### src/rtl/uart_pkg.sv
// Shared UART definitions: receiver FSM states, counter width helper and line idle level.
package uart_pkg;

    localparam logic UART_IDLE_LVL = 1'b1;

    typedef enum logic [2:0] {
        S_IDLE,
        S_START,
        S_DATA,
        S_PARITY,
        S_STOP
    } state_t;

    // Bits needed to hold a count of 0..n-1 (never less than one bit).
    function automatic int cnt_w(input int n);
        return (n < 2) ? 1 : $clog2(n);
    endfunction

endpackage

### src/rtl/uart_bit_timer.sv
// Bit-period timer: free-runs 0..CLKS_PER_BIT-1 and flags the half-period and full-period points.
module uart_bit_timer
    import uart_pkg::*;
#(
    parameter int CLKS_PER_BIT = 16
) (
    input  logic clk,
    input  logic rst,
    input  logic restart,
    output logic half_tick,
    output logic full_tick
);

    localparam int CNT_W = cnt_w(CLKS_PER_BIT);
    localparam logic [CNT_W-1:0] HALF_LAST = CNT_W'(CLKS_PER_BIT / 2 - 1);
    localparam logic [CNT_W-1:0] FULL_LAST = CNT_W'(CLKS_PER_BIT - 1);

    logic [CNT_W-1:0] cnt;

    always_ff @(posedge clk) begin
        if (rst || restart) begin
            cnt <= '0;
        end else if (cnt == FULL_LAST) begin
            cnt <= '0;
        end else begin
            cnt <= cnt + 1'b1;
        end
    end

    assign half_tick = (cnt == HALF_LAST);
    assign full_tick = (cnt == FULL_LAST);

endmodule

### src/rtl/uart_rx_param.sv
// Parametrised UART receiver with false-start rejection, framing check and a valid/ready output register.
// Define UART_RX_PARITY_EN to add a parity bit after the data (PARITY_ODD selects odd parity).
module uart_rx_param
    import uart_pkg::*;
#(
    parameter int DATA_W       = 8,
    parameter int CLKS_PER_BIT = 16,
    parameter int STOP_BITS    = 1
`ifdef UART_RX_PARITY_EN
    ,
    parameter bit PARITY_ODD   = 1'b0
`endif
) (
    input  logic              clk,
    input  logic              rst,
    input  logic              rx,
    output logic [DATA_W-1:0] rx_data,
    output logic              rx_valid,
    input  logic              rx_ready,
    output logic              frame_err,
    output logic              parity_err,
    output logic              overrun,
    output logic              busy,
    output state_t            fsm_state
);

    // Output handshake: a word transfers on any clock edge where rx_valid && rx_ready;
    // rx_data is held stable for as long as rx_valid is high.

    localparam int BIT_W = cnt_w(DATA_W);
    localparam logic [BIT_W-1:0] DATA_LAST = BIT_W'(DATA_W - 1);
    localparam logic [BIT_W-1:0] STOP_LAST = BIT_W'(STOP_BITS - 1);

    state_t            state, state_next;
    logic              rx_meta, rx_s, rx_prev;
    logic              fall;
    logic              timer_restart, half_tick, full_tick;
    logic [BIT_W-1:0]  bit_cnt;
    logic              bit_clr, bit_inc;
    logic              shift_en;
    logic [DATA_W-1:0] shift_reg;
    logic              frame_bad, word_done, accept;
`ifdef UART_RX_PARITY_EN
    logic              par_capture, par_acc, par_bad;
`endif

    // Synchroniser presets to the idle level so reset never looks like a start edge.
    always_ff @(posedge clk) begin
        if (rst) begin
            rx_meta <= UART_IDLE_LVL;
            rx_s    <= UART_IDLE_LVL;
            rx_prev <= UART_IDLE_LVL;
        end else begin
            rx_meta <= rx;
            rx_s    <= rx_meta;
            rx_prev <= rx_s;
        end
    end

    assign fall = (rx_prev == UART_IDLE_LVL) && (rx_s != UART_IDLE_LVL);

    uart_bit_timer #(
        .CLKS_PER_BIT(CLKS_PER_BIT)
    ) u_timer (
        .clk      (clk),
        .rst      (rst),
        .restart  (timer_restart),
        .half_tick(half_tick),
        .full_tick(full_tick)
    );

    always_ff @(posedge clk) begin
        if (rst) begin
            state <= S_IDLE;
        end else begin
            state <= state_next;
        end
    end

    always_comb begin
        state_next    = state;
        timer_restart = 1'b0;
        bit_clr       = 1'b0;
        bit_inc       = 1'b0;
        shift_en      = 1'b0;
        frame_bad     = 1'b0;
        word_done     = 1'b0;
`ifdef UART_RX_PARITY_EN
        par_capture   = 1'b0;
`endif
        case (state)
            S_IDLE: begin
                timer_restart = 1'b1;
                bit_clr       = 1'b1;
                if (fall) begin
                    state_next = S_START;
                end
            end
            S_START: begin
                if (half_tick) begin
                    if (rx_s == UART_IDLE_LVL) begin
                        state_next = S_IDLE;
                    end else begin
                        state_next    = S_DATA;
                        timer_restart = 1'b1;
                        bit_clr       = 1'b1;
                    end
                end
            end
            S_DATA: begin
                if (full_tick) begin
                    shift_en = 1'b1;
                    if (bit_cnt == DATA_LAST) begin
                        bit_clr = 1'b1;
`ifdef UART_RX_PARITY_EN
                        state_next = S_PARITY;
`else
                        state_next = S_STOP;
`endif
                    end else begin
                        bit_inc = 1'b1;
                    end
                end
            end
            S_PARITY: begin
`ifdef UART_RX_PARITY_EN
                if (full_tick) begin
                    par_capture = 1'b1;
                    state_next  = S_STOP;
                end
`else
                state_next = S_IDLE;
`endif
            end
            S_STOP: begin
                if (full_tick) begin
                    if (rx_s != UART_IDLE_LVL) begin
                        frame_bad  = 1'b1;
                        state_next = S_IDLE;
                    end else if (bit_cnt == STOP_LAST) begin
                        word_done  = 1'b1;
                        state_next = S_IDLE;
                    end else begin
                        bit_inc = 1'b1;
                    end
                end
            end
            default: state_next = S_IDLE;
        endcase
    end

    // bit_cnt counts data bits, then is reused to count stop bits.
    always_ff @(posedge clk) begin
        if (rst || bit_clr) begin
            bit_cnt <= '0;
        end else if (bit_inc) begin
            bit_cnt <= bit_cnt + 1'b1;
        end
    end

    always_ff @(posedge clk) begin
        if (rst) begin
            shift_reg <= '0;
        end else if (shift_en) begin
            shift_reg <= {rx_s, shift_reg[DATA_W-1:1]};
        end
    end

    assign accept = word_done && (!rx_valid || rx_ready);

    always_ff @(posedge clk) begin
        if (rst) begin
            rx_data   <= '0;
            rx_valid  <= 1'b0;
            frame_err <= 1'b0;
            overrun   <= 1'b0;
        end else begin
            frame_err <= frame_bad;
            overrun   <= word_done && rx_valid && !rx_ready;
            if (accept) begin
                rx_data  <= shift_reg;
                rx_valid <= 1'b1;
            end else if (rx_valid && rx_ready) begin
                rx_valid <= 1'b0;
            end
        end
    end

`ifdef UART_RX_PARITY_EN
    // Parity error is reported alongside the delivered word, so a framing error suppresses it.
    always_ff @(posedge clk) begin
        if (rst) begin
            par_acc    <= 1'b0;
            par_bad    <= 1'b0;
            parity_err <= 1'b0;
        end else begin
            parity_err <= word_done && par_bad;
            if (state == S_IDLE) begin
                par_acc <= 1'b0;
            end else if (shift_en) begin
                par_acc <= par_acc ^ rx_s;
            end
            if (par_capture) begin
                par_bad <= ((par_acc ^ rx_s) != PARITY_ODD);
            end
        end
    end
`else
    assign parity_err = 1'b0;
`endif

    assign busy      = (state != S_IDLE);
    assign fsm_state = state;

endmodule

### config.mk
export PLATFORM = sky130hd
export DESIGN_NAME = uart_rx_param
export DESIGN_NICKNAME = d
export VERILOG_FILES = /design/src/rtl/uart_pkg.sv /design/src/rtl/uart_bit_timer.sv /design/src/rtl/uart_rx_param.sv
export SDC_FILE = /design/constraint.sdc
export NUM_CORES = 1
export LEC_CHECK = 0
export ABC_CLOCK_PERIOD_IN_PS = 1700
export CORE_MARGIN = 2
export CORE_UTILIZATION = 46
export CTS_CLUSTER_SIZE = 16
export DETAILED_ROUTE_END_ITERATION = 12
export PLACE_DENSITY = 0.69
export SLEW_MARGIN = 10
export SYNTH_ARGS = -nofsm -noshare
export SYNTH_HDL_FRONTEND = slang
export SYNTH_SLANG_ARGS = --single-unit
### constraint.sdc
create_clock -name clk -period 1.7 [get_ports clk]
set_input_delay 0.34 -clock clk [delete_from_list [all_inputs] [get_ports clk]]
set_output_delay 0.34 -clock clk [all_outputs]
set_load 0.005 [all_outputs]
==> flow_summary.yaml <==
power_and_ir_drop:
  power_mw: 1.381
  ir_drop_mv: 0.4441
  combPwrFrac_pct: 3.3
  power_leakage_nw: 0.6752
  pwr_density_cell_mw_per_mm2: 805.4
  sw_frac_of_total_pct: 21.71
  p_int_mw: 1.081
  switchingPower_mw: 0.2998
  seq_power_share_pct: 54.9
  clockPowerShare_pct: 41.7
synthesis:
  ys_types: 40
  synthTopCellsByArea: "dfxtp_1 46%, mux2i_1 5.8%, a21oi_1 5.4%, nand3_1 5.1%, nor2_1 3.8%"
  yosys_warnings: 0
  syn-cell-area_mm2: 0.001384
  ys_seq_area_share_pct: 46.29
  syn_inst: 152
  postSynth.asyncResetShare_pct: 0
  syn_nets: 160
  ys_top_cells_by_count: "32 x dfxtp_1, 15 x a21oi_1, 14 x nand3_1, 14 x nor2_1, 12 x nand2_1"
  synth.avg_cell_area_um2: 9.104
  synth_area_leader_cell: "dfxtp_1"
  ys.flop_type: "dfxtp_1"
  yosysMostFrequentCell: "dfxtp_1"
  synth_top_area_share_pct: 46.29
  synth_edf_count: 0
  ys_ff_latch: 32
run:
  drv_cap: 0
floorplanning:
  die-area_mm2: 0.003463
  die_height_um: 58.85
  start_util_pct: 49.33
  core-area_mm2: 0.002805
  io_pins: 20
  rows: 19
  die_x_um: 58.85
clock_tree:
  htree_num_levels: 2
  cts_tree: "done"
  clock_latency_ns: 0.34
  cts_root_buf: "clkbuf_4"
  clockBufferDepth: 2
  clk_pin_slew_worst_paths_ns: 0.10
  cts_sinks: 32
  cts_buffers: 5
placement:
  gp_congestion: 0.7942
  hpwl_um: 1998
  portBuffers: 18
route:
  via_count: 1138
  post_drt_wl_per_cell_um: 13.13
  drt_iter0_drc: 40
  wirelength_um: 2745
  drt.antenna.violating_nets: 0
  dr.pass1.iters: 8
  drcViolationCount: 3
  drt-vias-per-instance: 5.445
final_layout:
  drive_above_1_share_pct: 17.42
  diodes: 0
  nets: 185
  area_growth_pct: 23.87
sta:
  rsz0062_at_grt: "no"
  clock_skew_ns: 0.008054
  period_share_pct: 98.24
  maxSlewViolCount: 0
  setup_viol: 0
  period_needed_ns: 1.670
  fmax_mhz: 598.8
  finalHoldViolCount: 0
  tns_ns: 0
grt:
  grt_pass1_wl_um: 4719
  grt_max_degree: 12
  overflow: 0
  antenna_found_initial: 0
  grt_use_total_pct: 18.54
  grt_pass1_vias: 1075
worst_setup_path:
  required_ns: 1.36
  arrival_ns: 1.33
  worst_r2r_path_depth: 5
  critPathMaxFanout: 3
  critical_path_class: "register to primary output"
  r2r_slack_ns: 0.18
  rr_endpoint: "rx_data[6]"
  start_kind: "register"
  worstReg2RegStart: "u_timer.cnt[0]"
  endpoint_kind: "primary output"
run_status:
  violations: "DRC"
  status: "complete, but fails checks"
min_path:
  hold_end: "rx_s"
  hp-class: "register to register"
  min_path_cells: 1
  min_from: "rx_meta"
==> worst max path at each step <==
| stage | from | end | depth (start not counted) |
|---|---|---|---|
| detailed placement | rx_ready | rx_data[6] | 5 |
| global route | fsm_state[2] | fsm_state[2] | 2 |
| floorplan | u_timer.cnt[0] | rx_data[0] | 6 |
| global placement | rx_ready | rx_data[2] | 5 |
| CTS | fsm_state[2] | fsm_state[2] | 2 |
| finish | fsm_state[2] | fsm_state[2] | 2 |
==> metrics by stage <==
stage	worst slack, ns	hold WS, ns	utilization (%)	instance area [um2]	std cells
6_report	0.02986	0.4245	61.11	1714	209
5_1_grt	0.005876	0.4435	61.11	1714	209
4_1_cts	0.01036	0.4315	61.11	1714	209
3_5_place_dp	0.1024	0.4029	56.42	1583	196
3_3_place_gp	0.1754	0.4003	56.42	1583	196
2_1_floorplan	0.3100	0.3895	-	1384	152
==> per-layer routing <==
metal	routed length (um)	track usage, %	vias up
met1	1261	22.50	534
met5	0	0	-
met3	129	4.615	8
met4	78	12.01	0
met2	1275	29.05	24
li1	-	-	572
==> cell type report <==
class / instances / area (um2)
multi-input combinational: 104 / 669.4
tap: 31 / 38.79
inverter: 6 / 22.52
clock inverter: 3 / 42.54
fill: 255 / 1091
clock buffer: 5 / 37.54
timing repair buffer: 28 / 254.0
sequential: 32 / 649.4
==> power groups by stage <==
| stage | combinational (mW) | sequential, mW | clock, mW |
|---|---|---|---|
| floorplan | 0.0299 | 0.775 | 0 |
| detailed placement | 0.0449 | 0.778 | 0 |
| CTS | 0.0465 | 0.758 | 0.589 |
| finish | 0.0462 | 0.758 | 0.576 |
| global route | 0.0514 | 0.759 | 0.610 |
| global placement | 0.0438 | 0.778 | 0 |
==> worst max-delay path, cell delays in order, from the launching register on <==
cell and delay [ns]:
dfxtp_4 0.38, buf_4 0.12, clkdlybuf4s50_1 0.50
==> cells by family after synthesis <==
family	Yosys count	share of synthesized area (%)
and+or+nand+nor	63	25.86
other	1	0.2710
muxes	8	5.787
DFF	32	46.29
AOI/OAI and AO/OA	26	11.12
xor gates and xnor gates	2	1.266
buffers and inverters	16	5.786
adders and majority gates	4	3.617
==> layout by cell type (no fill, tap or decap), types with 2 or more instances in the layout <==
cell type / instances
dfxtp_1: 29
or2_2: 2
a21oi_1: 15
ha_1: 4
clkbuf_4: 5
nor2_1: 14
nor4b_1: 2
o21ai_0: 5
nand3_1: 14
mux2i_1: 8
clkdlybuf4s50_1: 17
dfxtp_4: 2
inv_1: 5
nor3_1: 3
buf_4: 10
nand2_1: 12
nand2b_1: 3
==> timing repair <==
item | 4_1_cts | 5_1_grt
endpoints found under the setup margin | 4 | 0
hold buffers | 0 | 0
endpoints found under the hold margin | 0 | 0
setup buffers | 5 | 0
resized for setup | 7 | 0
No activity file was read; power rests on OpenSTA's default activity.
